$ cat config.mk
export PLATFORM = sky130hd
export DESIGN_NAME = cam_capture_ctrl
export DESIGN_NICKNAME = d
export VERILOG_FILES = /design/src/rtl/cam_capture_ctrl.sv
export SDC_FILE = /design/constraint.sdc
export NUM_CORES = 1
export LEC_CHECK = 0
export ABC_CLOCK_PERIOD_IN_PS = 5900
export CAP_MARGIN = 40
export CORE_MARGIN = 4
export CORE_UTILIZATION = 45
export CTS_BUF_LIST = sky130_fd_sc_hd__clkbuf_2
export DETAILED_ROUTE_END_ITERATION = 7
export PLACE_DENSITY = 0.67
export SYNTH_ARGS = -nofsm -noshare
export SYNTH_HDL_FRONTEND = slang
export SYNTH_SLANG_ARGS = --single-unit
export TNS_END_PERCENT = 100
$ cat constraint.sdc
create_clock -name clk -period 5.9 [get_ports clk]
set_clock_uncertainty 0.1 [all_clocks]
set_input_delay 1.18 -clock clk [delete_from_list [all_inputs] [get_ports clk]]
set_output_delay 1.18 -clock clk [all_outputs]
set_load 0.02 [all_outputs]
$ cat src/rtl/cam_capture_ctrl.sv
// -----------------------------------------------------------------------------
// cam_capture_ctrl
//
// Camera frame-capture sequencer. The asynchronous camera interface
// (vsync/href/pclk/data) is oversampled in the system clock domain. A host
// arms a single-shot or continuous capture over a small CSR bus. Pixel bytes
// that fall inside a programmable line window are streamed to a downstream
// frame FIFO. An interrupt is raised on frame done or on FIFO overflow.
//
// Ports
//   clk            system clock, the only clock
//   reset_n        synchronous active-low reset
//   chip_select    CSR access enable
//   csr_address    CSR register index (5 bits)
//   csr_read       read strobe; registered data appears on the next cycle
//   csr_readdata   registered read data; holds until the next read
//   csr_write      write strobe; takes effect on the next cycle
//   csr_writedata  write data (8 bits)
//   irq            |(IRQ_FLAG & IRQ_EN)
//   cam_vsync      async, high between frames
//   cam_href       async, high during an active line
//   cam_pclk       async pixel clock; data is valid at its rising edge
//   cam_data       async pixel byte
//   pix_valid      one-cycle strobe qualifying pix_data
//   pix_data       captured pixel byte
//   fifo_full      downstream FIFO cannot accept a pixel this cycle
//   frame_start    one-cycle pulse when a captured frame begins
//
// CSR map: 0 CTRL {ABORT,CONT,ARM}, 1 STATUS {busy,state}, 2 IRQ_EN,
//          3 IRQ_FLAG (W1C), 4 LINE_START, 5 LINE_CNT, 6 FRAME_CNT (RO).
// -----------------------------------------------------------------------------
module cam_capture_ctrl #(
    parameter int SYNC_STAGES = 2,
    parameter int LINE_W      = 8
) (
    input  logic       clk,
    input  logic       reset_n,
    input  logic       chip_select,
    input  logic [4:0] csr_address,
    input  logic       csr_read,
    output logic [7:0] csr_readdata,
    input  logic       csr_write,
    input  logic [7:0] csr_writedata,
    output logic       irq,
    input  logic       cam_vsync,
    input  logic       cam_href,
    input  logic       cam_pclk,
    input  logic [7:0] cam_data,
    output logic       pix_valid,
    output logic [7:0] pix_data,
    input  logic       fifo_full,
    output logic       frame_start
);

    // A single-flop synchroniser is never safe, so the depth is clamped to 2.
    localparam int SS = (SYNC_STAGES < 2) ? 2 : SYNC_STAGES;

    typedef enum logic [2:0] {
        ST_IDLE     = 3'd0,
        ST_WAIT_VS  = 3'd1,
        ST_WAIT_FRM = 3'd2,
        ST_CAPTURE  = 3'd3,
        ST_DONE     = 3'd4
    } state_e;

    // ------------------------------------------------------------------
    // Declarations
    // ------------------------------------------------------------------
    logic [SS-1:0]      vs_sync_q;
    logic [SS-1:0]      hr_sync_q;
    logic [SS-1:0]      pc_sync_q;
    logic [SS-1:0][7:0] data_pipe_q;
    logic               vs_dly_q;
    logic               hr_dly_q;
    logic               pc_dly_q;

    logic               vs_rise_s;
    logic               vs_fall_s;
    logic               hr_fall_s;
    logic               pc_rise_s;
    logic               href_s;
    logic [7:0]         cam_byte_s;

    state_e             state_q, state_d;
    logic [LINE_W-1:0]  line_q, line_d;
    logic               pix_valid_q, pix_valid_d;
    logic [7:0]         pix_data_q, pix_data_d;
    logic               frame_start_q, frame_start_d;
    logic [7:0]         frame_cnt_q, frame_cnt_d;

    logic               cont_q;
    logic [1:0]         irq_en_q;
    logic [1:0]         irq_flag_q, irq_flag_d;
    logic [LINE_W-1:0]  line_start_q;
    logic [LINE_W-1:0]  line_cnt_q;
    logic [7:0]         csr_readdata_q, rdata_s;

    logic               wr_en_s;
    logic               rd_en_s;
    logic               wr_ctrl_s;
    logic               arm_s;
    logic               abort_s;
    logic [1:0]         w1c_s;
    logic               set_done_s;
    logic               set_ovf_s;

    logic [LINE_W+7:0]  wdata_wide_s;
    logic [LINE_W-1:0]  wdata_line_s;
    logic [LINE_W+7:0]  ls_wide_s;
    logic [LINE_W+7:0]  lc_wide_s;

    logic [LINE_W:0]    line_ext_s;
    logic [LINE_W:0]    start_ext_s;
    logic [LINE_W:0]    end_ext_s;
    logic               in_window_s;
    logic               win_end_s;
    logic               line_max_s;

    // ------------------------------------------------------------------
    // Camera input synchronisers and edge history
    // ------------------------------------------------------------------
    // Shift async camera signals through SS flops; data follows pclk so the
    // byte at the detected pclk rise is the one present when pclk rose.
    always_ff @(posedge clk) begin
        if (!reset_n) begin
            vs_sync_q   <= {SS{1'b0}};
            hr_sync_q   <= {SS{1'b0}};
            pc_sync_q   <= {SS{1'b0}};
            data_pipe_q <= {(SS*8){1'b0}};
            vs_dly_q    <= 1'b0;
            hr_dly_q    <= 1'b0;
            pc_dly_q    <= 1'b0;
        end else begin
            vs_sync_q   <= {vs_sync_q[SS-2:0], cam_vsync};
            hr_sync_q   <= {hr_sync_q[SS-2:0], cam_href};
            pc_sync_q   <= {pc_sync_q[SS-2:0], cam_pclk};
            data_pipe_q <= {data_pipe_q[SS-2:0], cam_data};
            vs_dly_q    <= vs_sync_q[SS-1];
            hr_dly_q    <= hr_sync_q[SS-1];
            pc_dly_q    <= pc_sync_q[SS-1];
        end
    end

    assign vs_rise_s  =  vs_sync_q[SS-1] & ~vs_dly_q;
    assign vs_fall_s  = ~vs_sync_q[SS-1] &  vs_dly_q;
    assign hr_fall_s  = ~hr_sync_q[SS-1] &  hr_dly_q;
    assign pc_rise_s  =  pc_sync_q[SS-1] & ~pc_dly_q;
    assign href_s     =  hr_sync_q[SS-1];
    assign cam_byte_s =  data_pipe_q[SS-1];

    // ------------------------------------------------------------------
    // CSR decode
    // ------------------------------------------------------------------
    assign wr_en_s   = chip_select & csr_write;
    assign rd_en_s   = chip_select & csr_read;
    assign wr_ctrl_s = wr_en_s & (csr_address == 5'd0);
    // ABORT takes priority over an ARM carried in the same write.
    assign abort_s   = wr_ctrl_s & csr_writedata[2];
    assign arm_s     = wr_ctrl_s & csr_writedata[0] & ~csr_writedata[2];
    assign w1c_s     = (wr_en_s && (csr_address == 5'd3)) ? csr_writedata[1:0] : 2'b00;

    // Resize between the 8-bit bus and LINE_W-bit window registers.
    assign wdata_wide_s = {{LINE_W{1'b0}}, csr_writedata};
    assign wdata_line_s = wdata_wide_s[LINE_W-1:0];
    assign ls_wide_s    = {8'h00, line_start_q};
    assign lc_wide_s    = {8'h00, line_cnt_q};

    // ------------------------------------------------------------------
    // Line window; one extra bit so LINE_START+LINE_CNT never wraps
    // ------------------------------------------------------------------
    assign line_ext_s  = {1'b0, line_q};
    assign start_ext_s = {1'b0, line_start_q};
    assign end_ext_s   = start_ext_s + {1'b0, line_cnt_q};
    assign in_window_s = (line_ext_s >= start_ext_s) &&
                         ((line_cnt_q == {LINE_W{1'b0}}) || (line_ext_s < end_ext_s));
    assign win_end_s   = (line_cnt_q != {LINE_W{1'b0}}) && (line_ext_s == end_ext_s);
    assign line_max_s  = (line_q == {LINE_W{1'b1}});

    // ------------------------------------------------------------------
    // Capture FSM: next state, pixel strobe and event flags
    // ------------------------------------------------------------------
    // Next-state and output decode; ABORT overrides everything at the end.
    always_comb begin
        state_d       = state_q;
        line_d        = line_q;
        pix_valid_d   = 1'b0;
        pix_data_d    = pix_data_q;
        frame_start_d = 1'b0;
        set_done_s    = 1'b0;
        set_ovf_s     = 1'b0;

        case (state_q)
            ST_IDLE: begin
                if (arm_s) begin
                    state_d = ST_WAIT_VS;
                end else begin
                    state_d = ST_IDLE;
                end
            end
            ST_WAIT_VS: begin
                if (vs_rise_s) begin
                    state_d = ST_WAIT_FRM;
                end else begin
                    state_d = ST_WAIT_VS;
                end
            end
            ST_WAIT_FRM: begin
                if (vs_fall_s) begin
                    state_d       = ST_CAPTURE;
                    line_d        = {LINE_W{1'b0}};
                    frame_start_d = 1'b1;
                end else begin
                    state_d = ST_WAIT_FRM;
                end
            end
            ST_CAPTURE: begin
                // Saturate rather than wrap so an unbounded window stays open.
                if (hr_fall_s && !line_max_s) begin
                    line_d = line_q + {{(LINE_W-1){1'b0}}, 1'b1};
                end else begin
                    line_d = line_q;
                end
                if (pc_rise_s && href_s && in_window_s) begin
                    if (fifo_full) begin
                        set_ovf_s = 1'b1;
                    end else begin
                        pix_valid_d = 1'b1;
                        pix_data_d  = cam_byte_s;
                    end
                end else begin
                    pix_valid_d = 1'b0;
                end
                if (win_end_s || vs_rise_s) begin
                    state_d = ST_DONE;
                end else begin
                    state_d = ST_CAPTURE;
                end
            end
            ST_DONE: begin
                set_done_s = 1'b1;
                // In continuous mode the vsync-high that ended this frame is
                // the gap, so go straight to waiting for its falling edge.
                if (cont_q) begin
                    state_d = ST_WAIT_FRM;
                end else begin
                    state_d = ST_IDLE;
                end
            end
            default: begin
                state_d = ST_IDLE;
            end
        endcase

        if (abort_s) begin
            state_d       = ST_IDLE;
            pix_valid_d   = 1'b0;
            frame_start_d = 1'b0;
            set_done_s    = 1'b0;
        end else begin
            state_d = state_d;
        end
    end

    // Flag and frame counter next-state; a set beats a same-cycle clear.
    always_comb begin
        irq_flag_d = (irq_flag_q & ~w1c_s) | {set_ovf_s, set_done_s};
        if (set_done_s) begin
            frame_cnt_d = frame_cnt_q + 8'd1;
        end else begin
            frame_cnt_d = frame_cnt_q;
        end
    end

    // FSM and datapath registers.
    always_ff @(posedge clk) begin
        if (!reset_n) begin
            state_q       <= ST_IDLE;
            line_q        <= {LINE_W{1'b0}};
            pix_valid_q   <= 1'b0;
            pix_data_q    <= 8'h00;
            frame_start_q <= 1'b0;
            frame_cnt_q   <= 8'h00;
            irq_flag_q    <= 2'b00;
        end else begin
            state_q       <= state_d;
            line_q        <= line_d;
            pix_valid_q   <= pix_valid_d;
            pix_data_q    <= pix_data_d;
            frame_start_q <= frame_start_d;
            frame_cnt_q   <= frame_cnt_d;
            irq_flag_q    <= irq_flag_d;
        end
    end

    // ------------------------------------------------------------------
    // Writable CSRs
    // ------------------------------------------------------------------
    // Host-written configuration; ABORT also drops continuous mode.
    always_ff @(posedge clk) begin
        if (!reset_n) begin
            cont_q       <= 1'b0;
            irq_en_q     <= 2'b00;
            line_start_q <= {LINE_W{1'b0}};
            line_cnt_q   <= {LINE_W{1'b0}};
        end else begin
            if (abort_s) begin
                cont_q <= 1'b0;
            end else if (wr_ctrl_s) begin
                cont_q <= csr_writedata[1];
            end
            if (wr_en_s && (csr_address == 5'd2)) begin
                irq_en_q <= csr_writedata[1:0];
            end
            if (wr_en_s && (csr_address == 5'd4)) begin
                line_start_q <= wdata_line_s;
            end
            if (wr_en_s && (csr_address == 5'd5)) begin
                line_cnt_q <= wdata_line_s;
            end
        end
    end

    // ------------------------------------------------------------------
    // CSR read path
    // ------------------------------------------------------------------
    // Read mux; ARM/ABORT are self-clearing and always read back as 0.
    always_comb begin
        case (csr_address)
            5'd0:    rdata_s = {6'b000000, cont_q, 1'b0};
            5'd1:    rdata_s = {4'b0000, (state_q != ST_IDLE), state_q};
            5'd2:    rdata_s = {6'b000000, irq_en_q};
            5'd3:    rdata_s = {6'b000000, irq_flag_q};
            5'd4:    rdata_s = ls_wide_s[7:0];
            5'd5:    rdata_s = lc_wide_s[7:0];
            5'd6:    rdata_s = frame_cnt_q;
            default: rdata_s = 8'h00;
        endcase
    end

    // Read data register, updated only on a selected read.
    always_ff @(posedge clk) begin
        if (!reset_n) begin
            csr_readdata_q <= 8'h00;
        end else if (rd_en_s) begin
            csr_readdata_q <= rdata_s;
        end
    end

    assign csr_readdata = csr_readdata_q;
    assign pix_valid    = pix_valid_q;
    assign pix_data     = pix_data_q;
    assign frame_start  = frame_start_q;
    assign irq          = |(irq_flag_q & irq_en_q);

endmodule

Word-level counts from Yosys, hierarchy flattened
Cells that the tools add are included.
{"block": "classes", "reduce_logical": 24, "add_sub_neg": 3, "magnitude_cmp": 2, "n_eq_ne": 14, "mul": 0, "muxes": 18, "n_shift": 0, "n_div": 0, "bitwise": 24}
{"op": "case mux 8 bit (7 select lines)", "count": 1}
{"op": "adder 8 x 1 -> 8 bit, second input constant", "count": 2}
{"op": "2-to-1 mux 8 bit", "count": 2}
{"op": "case mux 8 bit (2 select lines)", "count": 1}
{"op": "equality test 5 x 3 -> 1 bit, second input constant", "count": 3}
{"op": "case mux 3 bit (5 select lines)", "count": 1}
{"op": "AND 1 bit", "count": 10}
{"op": "equality test 5 x 2 -> 1 bit, second input constant", "count": 2}
{"op": "NOT 1 bit", "count": 10}
{"op": "adder 8 x 8 -> 9 bit", "count": 1}
{"op": "equality test 8 x 9 -> 1 bit", "count": 1}
{"op": "logical AND 1 bit", "count": 9}
{"op": "less-than comparator 8 x 9 -> 1 bit", "count": 1}
{"op": "2-to-1 mux 1 bit", "count": 9}
{"op": "equality test 8 bit, second input constant", "count": 1}
{"op": ">= comparator 8 bit", "count": 1}
{"op": "zero test 8 bit", "count": 1}
{"op": "nonzero test 8 bit", "count": 1}
{"op": "equality test 3 x 2 -> 1 bit, second input constant", "count": 2}
{"op": "2-to-1 mux 2 bit", "count": 3}
{"op": "AND reduction 3 bit", "count": 2}
{"op": "equality test 5 x 1 -> 1 bit, second input constant", "count": 1}
{"op": "zero test 5 bit", "count": 1}
{"op": "AND 2 bit", "count": 2}
{"op": "14 further kinds", "count": 17}
{"block": "word_totals", "mem_bits_rw": 0, "n_memories": 0, "rom_bits": 0, "wordCells": 105, "ff_bits": 83, "latchBits": 0, "out_inout_bits": 19, "inputBits": 30}

Depth between registers and ports, before layout
{"block": "depth", "word_depth": 8, "depth_mapped": 12, "depth_no_buf": 12}

Worst setup path after synthesis
Ideal clock, no wire load.
{"block": "synth_path", "kind": "reg2reg", "from": "reg line_start_q[0]", "to": "reg pix_data_q[0], in the netlist pix_data[0]", "n_path_buf": 0, "arrival_time_ns": 3.288, "setup_ns": 0.072, "t_required_ns": 5.728, "path_slack_ns": 2.440, "path_stages_with_launch": 13, "period_less_slack_ns": 3.460, "path_cell_list": "dfxtp_1 -> ha_1 -> fa_1 -> a211oi_1 -> o21bai_1 -> a21oi_1 -> xor2_1 -> ha_1 -> o21a_1 -> o21a_1 -> o22a_1 -> a2111oi_4 -> mux2i_1"}
{"block": "synth_between", "elab_chain_cells": 6, "word_cells_on_any_way": 7, "classes_between": "add/sub (1); order compare (2); reduce/logical (4)"}
{"element": "from (decl)", "line_no": "94", "source": "logic [LINE_W-1:0] line_start_q;"}
{"element": "from (signal assigned)", "line_no": "303", "source": "line_start_q <= {LINE_W{1'b0}};"}
{"element": "from (signal assigned)", "line_no": "315", "source": "line_start_q <= wdata_line_s;"}
{"element": "adder 8 x 8 -> 9 bit", "line_no": "173", "source": "assign end_ext_s = start_ext_s + {1'b0, line_cnt_q};"}
{"element": "less-than comparator 8 x 9 -> 1 bit", "line_no": "175", "source": "((line_cnt_q == {LINE_W{1'b0}}) || (line_ext_s < end_ext_s));"}
{"element": "logical OR 1 bit", "line_no": "175"}
{"element": "logical AND 1 bit (*)", "line_no": "174", "source": "assign in_window_s = (line_ext_s >= start_ext_s) &&"}
{"element": "logical AND 1 bit (*)", "line_no": "223", "source": "if (pc_rise_s && href_s && in_window_s) begin"}
{"element": "AND reduction 3 bit (no source line) (*)"}
{"element": "to (signal assigned)", "line_no": "288", "source": "pix_data_q <= pix_data_d;"}
{"element": "to (decl)", "line_no": "87", "source": "logic [7:0] pix_data_q, pix_data_d;"}
Every way passes the cells marked *; elsewhere a longest branch is shown, timed or not.
A chain may end at the register's enable or synchronous reset.

Worst setup path in the final report
{"block": "layout_path", "from": "reg line_start_q[0]", "to": "reg pix_data_q[5], in the netlist pix_data[5]"}
The elaborated chain is that of the path after synthesis.

==> run summary <==
Status: completed
Total GRT Usage: 17.0%
Sequential fraction of the synthesis area: 40.2%
Core area: 8850 um2
Synth Cell Area: 4140 um2
Avg Inst Size Synth: 9.57 um2
Worst Setup Start Kind: flip-flop
Slowest stage delay, CP: 750 ps
Clk root buf: clkbuf_2
Min-delay worst type: flip-flop to flip-flop
WP buf/inv: 0
Die width: 104 um
H-tree depth: 3
Number of post-CTS setup repair buffers: 0
Total grt overflow: 0
Initial Util: 46.7%
Fin crit share: 64.3%
Vias per cell: 5.44
Hold bufs inserted after CTS: 0
Synth Net Count: 489
Worst slew pin tran: 795 ps
Max Root-Sink Buffers: 2
Post-DP HPWL: 6570 um
DRT Pass-1 Iters: 4
Unrepaired setup endpoints after global routing: false
Initial antenna violation count: 0
Yosys reg bits: 83
Inserted Diodes: 0
Power per cell area: 204 nW/um2
Clock Sinks: 83
Die Y-Extent: 104 um
Skew-Pair Late Insertion Delay: 530 ps
Global-route wire length before repair: 15200 um
TritonCTS clock tree: yes
Distinct cells, synth: 60
Layout filler cell count: 837
Max transition margin: 47.0%
WP data arrival: 4140 ps
Peak supply drop: 0.121 mV
WS Path Type: flip-flop to flip-flop
Detailed-route via count: 3199
CP cell instances: ha_1 -> fa_1 -> a211oi_1 -> o21bai_1 -> a21oi_1 -> xor2_1 -> ha_1 -> o21a_1 -> o21a_1 -> o22a_1 -> a2111oi_4 -> mux2i_1
M2 GR Usage: 26.6%
Leading cell type in the layout, fill and taps excluded: dfxtp_1
Final WL: 9020 um
Max Clk Rate: 264 MHz
Period minus WS final: 3790 ps
Layout area overhead: 16.9%
# IOs: 49
Number of nets with antenna violations after routing: 0
Slew Limit Fails: 0
Vias in the first global route: 3130
Top_reg_cell synth: dfxtp_1
Cts bufs inserted: 9
M1 GR Usage: 22.9%
Met3 Use GR: 3.54%
Placed Instance Area: 4690 um2
Synth warnings: 0
Crit. End Element: flip-flop
Commonest cells after routing, fill and taps aside: dfxtp_1, clkdlybuf4s50_1, nand2_1
Hold Fails Final Rpt: 0
Port Buf Inserts: 48
Largest net degree at the start of global routing: 58
Post-route DRC: 0
Post-Layout Inst Area: 4830 um2
Reg clk slew, reported paths: 220 ps
Most Crowded Layer GR: met2
WL per Instance: 15.3 um
Number of enable flip-flop cells after synthesis: 0
Share of cells above drive strength 1: 6.46%
Cell family with most CP delay: compound AO/OA/AOI/OAI gates
Critical Path RT: 6250 ps
Maxcap violations: 0
Row count: 34
DR iter-0 viols: 145
CP max FO: 9
Die area: 10800 um2
Post-CTS sizing: 0
Crit-path slowest cell: a2111oi_4
Cells after Synth: 432
Lkg Pwr: 1.74 nW
Final Setup Violations: 0
Sum Neg Setup Slack: 0 ps
Async S/R FF share, synth: 0%
RD Place Congestion: 0.824
# nets final: 532
cell usage after synthesis (2+ instances only):
cell,instances,area share (%)
xnor2_1,12,2.5
a21oi_1,13,1.6
nor2_1,13,1.2
and3_1,4,0.61
o21ai_0,12,1.5
nand2_1,41,3.7
and2_1,30,4.5
o211ai_1,4,0.73
nand3b_1,2,0.36
xor2_1,6,1.3
nor4_1,3,0.45
clkbuf_1,15,1.4
dfxtp_1,83,40
a22oi_1,3,0.54
a21boi_0,4,0.73
a22o_1,2,0.42
a32oi_1,4,0.85
mux2i_1,37,9.0
o32ai_1,2,0.42
ha_1,26,7.9
nand4_1,5,0.76
or3_1,3,0.45
a41oi_1,3,0.64
a21o_1,4,0.73
inv_1,17,1.5
o21a_1,4,0.73
buf_2,2,0.24
a211oi_1,5,0.91
nand3_1,9,1.1
nor2b_1,34,5.1
cell type report:
type                    count  area (um2)  area share [%]
multi-input cells         313        2330            48.3
well taps                 108         135            2.80
clock inverters             7         100            2.07
flip-flops and latches     83        1660            34.4
clock buffers               9        45.0           0.932
repair buffers             50         490            10.1
inverters                  18        67.6            1.40
worst min-delay path, stage by stage, from the launching register on:
cell and delay, ps:
dfxtp_1 350, nand2_1 40, mux2i_1 50
report_power, final:
group,total [mW],internal [mW],leakage (nW),switching (mW)
combinational,0.0618,0.0320,0.994,0.0299
clock,0.353,0.143,0.0752,0.210
sequential,0.573,0.570,0.673,0.00283
total,0.988,0.745,1.74,0.243
per-layer routing:
metal,vias up,wire length [um]
met1,1499,4280
li1,1613,-
met5,-,0
met2,71,4190
met3,16,397
met4,0,157
kinds of logic (layout without fill, tap and decap cells):
group	count (synthesis)	in the layout	share of synthesized area [%]
adder cells (fa/ha/maj)	27	27	8.35
AND/OR/NAND/NOR	154	154	20.4
multiplexers	38	38	9.50
XOR/XNOR	18	18	3.81
AO/OA/AOI/OAI	76	76	14.2
flip-flops	83	83	40.2
buffers and inverters	36	84	3.51
worst paths after layout:
path	startpoint	to	slack, ps	cells past startpoint
worst max register to register	line_start_q[0]	pix_data[5]	2110	12
worst min register to register	cam_byte_s[2]	pix_data[2]	360	2
worst max-delay path	line_start_q[0]	pix_data[5]	2110	12
worst min-delay path	cam_byte_s[2]	pix_data[2]	360	2
metrics by stage:
| step | utilization (%) | worst slack, ps | hold slack, ps | total power, mW | std cells |
|---|---|---|---|---|---|
| CTS | 54.6 | 2080 | 362 | 0.997 | 588 |
| global placement | 52.9 | 2170 | 314 | 0.644 | 571 |
| global route | 54.6 | 1830 | 379 | 1.03 | 588 |
| finish | 54.6 | 2110 | 357 | 0.988 | 588 |
| detailed placement | 53.0 | 2140 | 321 | 0.646 | 572 |
| floorplan | - | 2440 | 312 | 0.616 | 432 |
flip-flops by register name, indices dropped and copies added, names as in the netlist, 2 cells and up:
register,flops
frame_cnt_q,8
irq_en_q,2
line_cnt_q,8
hr_sync_q,2
state_q,3
line_start_q,8
pix_data,8
pc_sync_q,2
data_pipe_q,8
vs_sync_q,2
irq_flag_q,2
csr_readdata,8
cam_byte_s,8
line_q,8
Power figures use the tool's default switching activity.
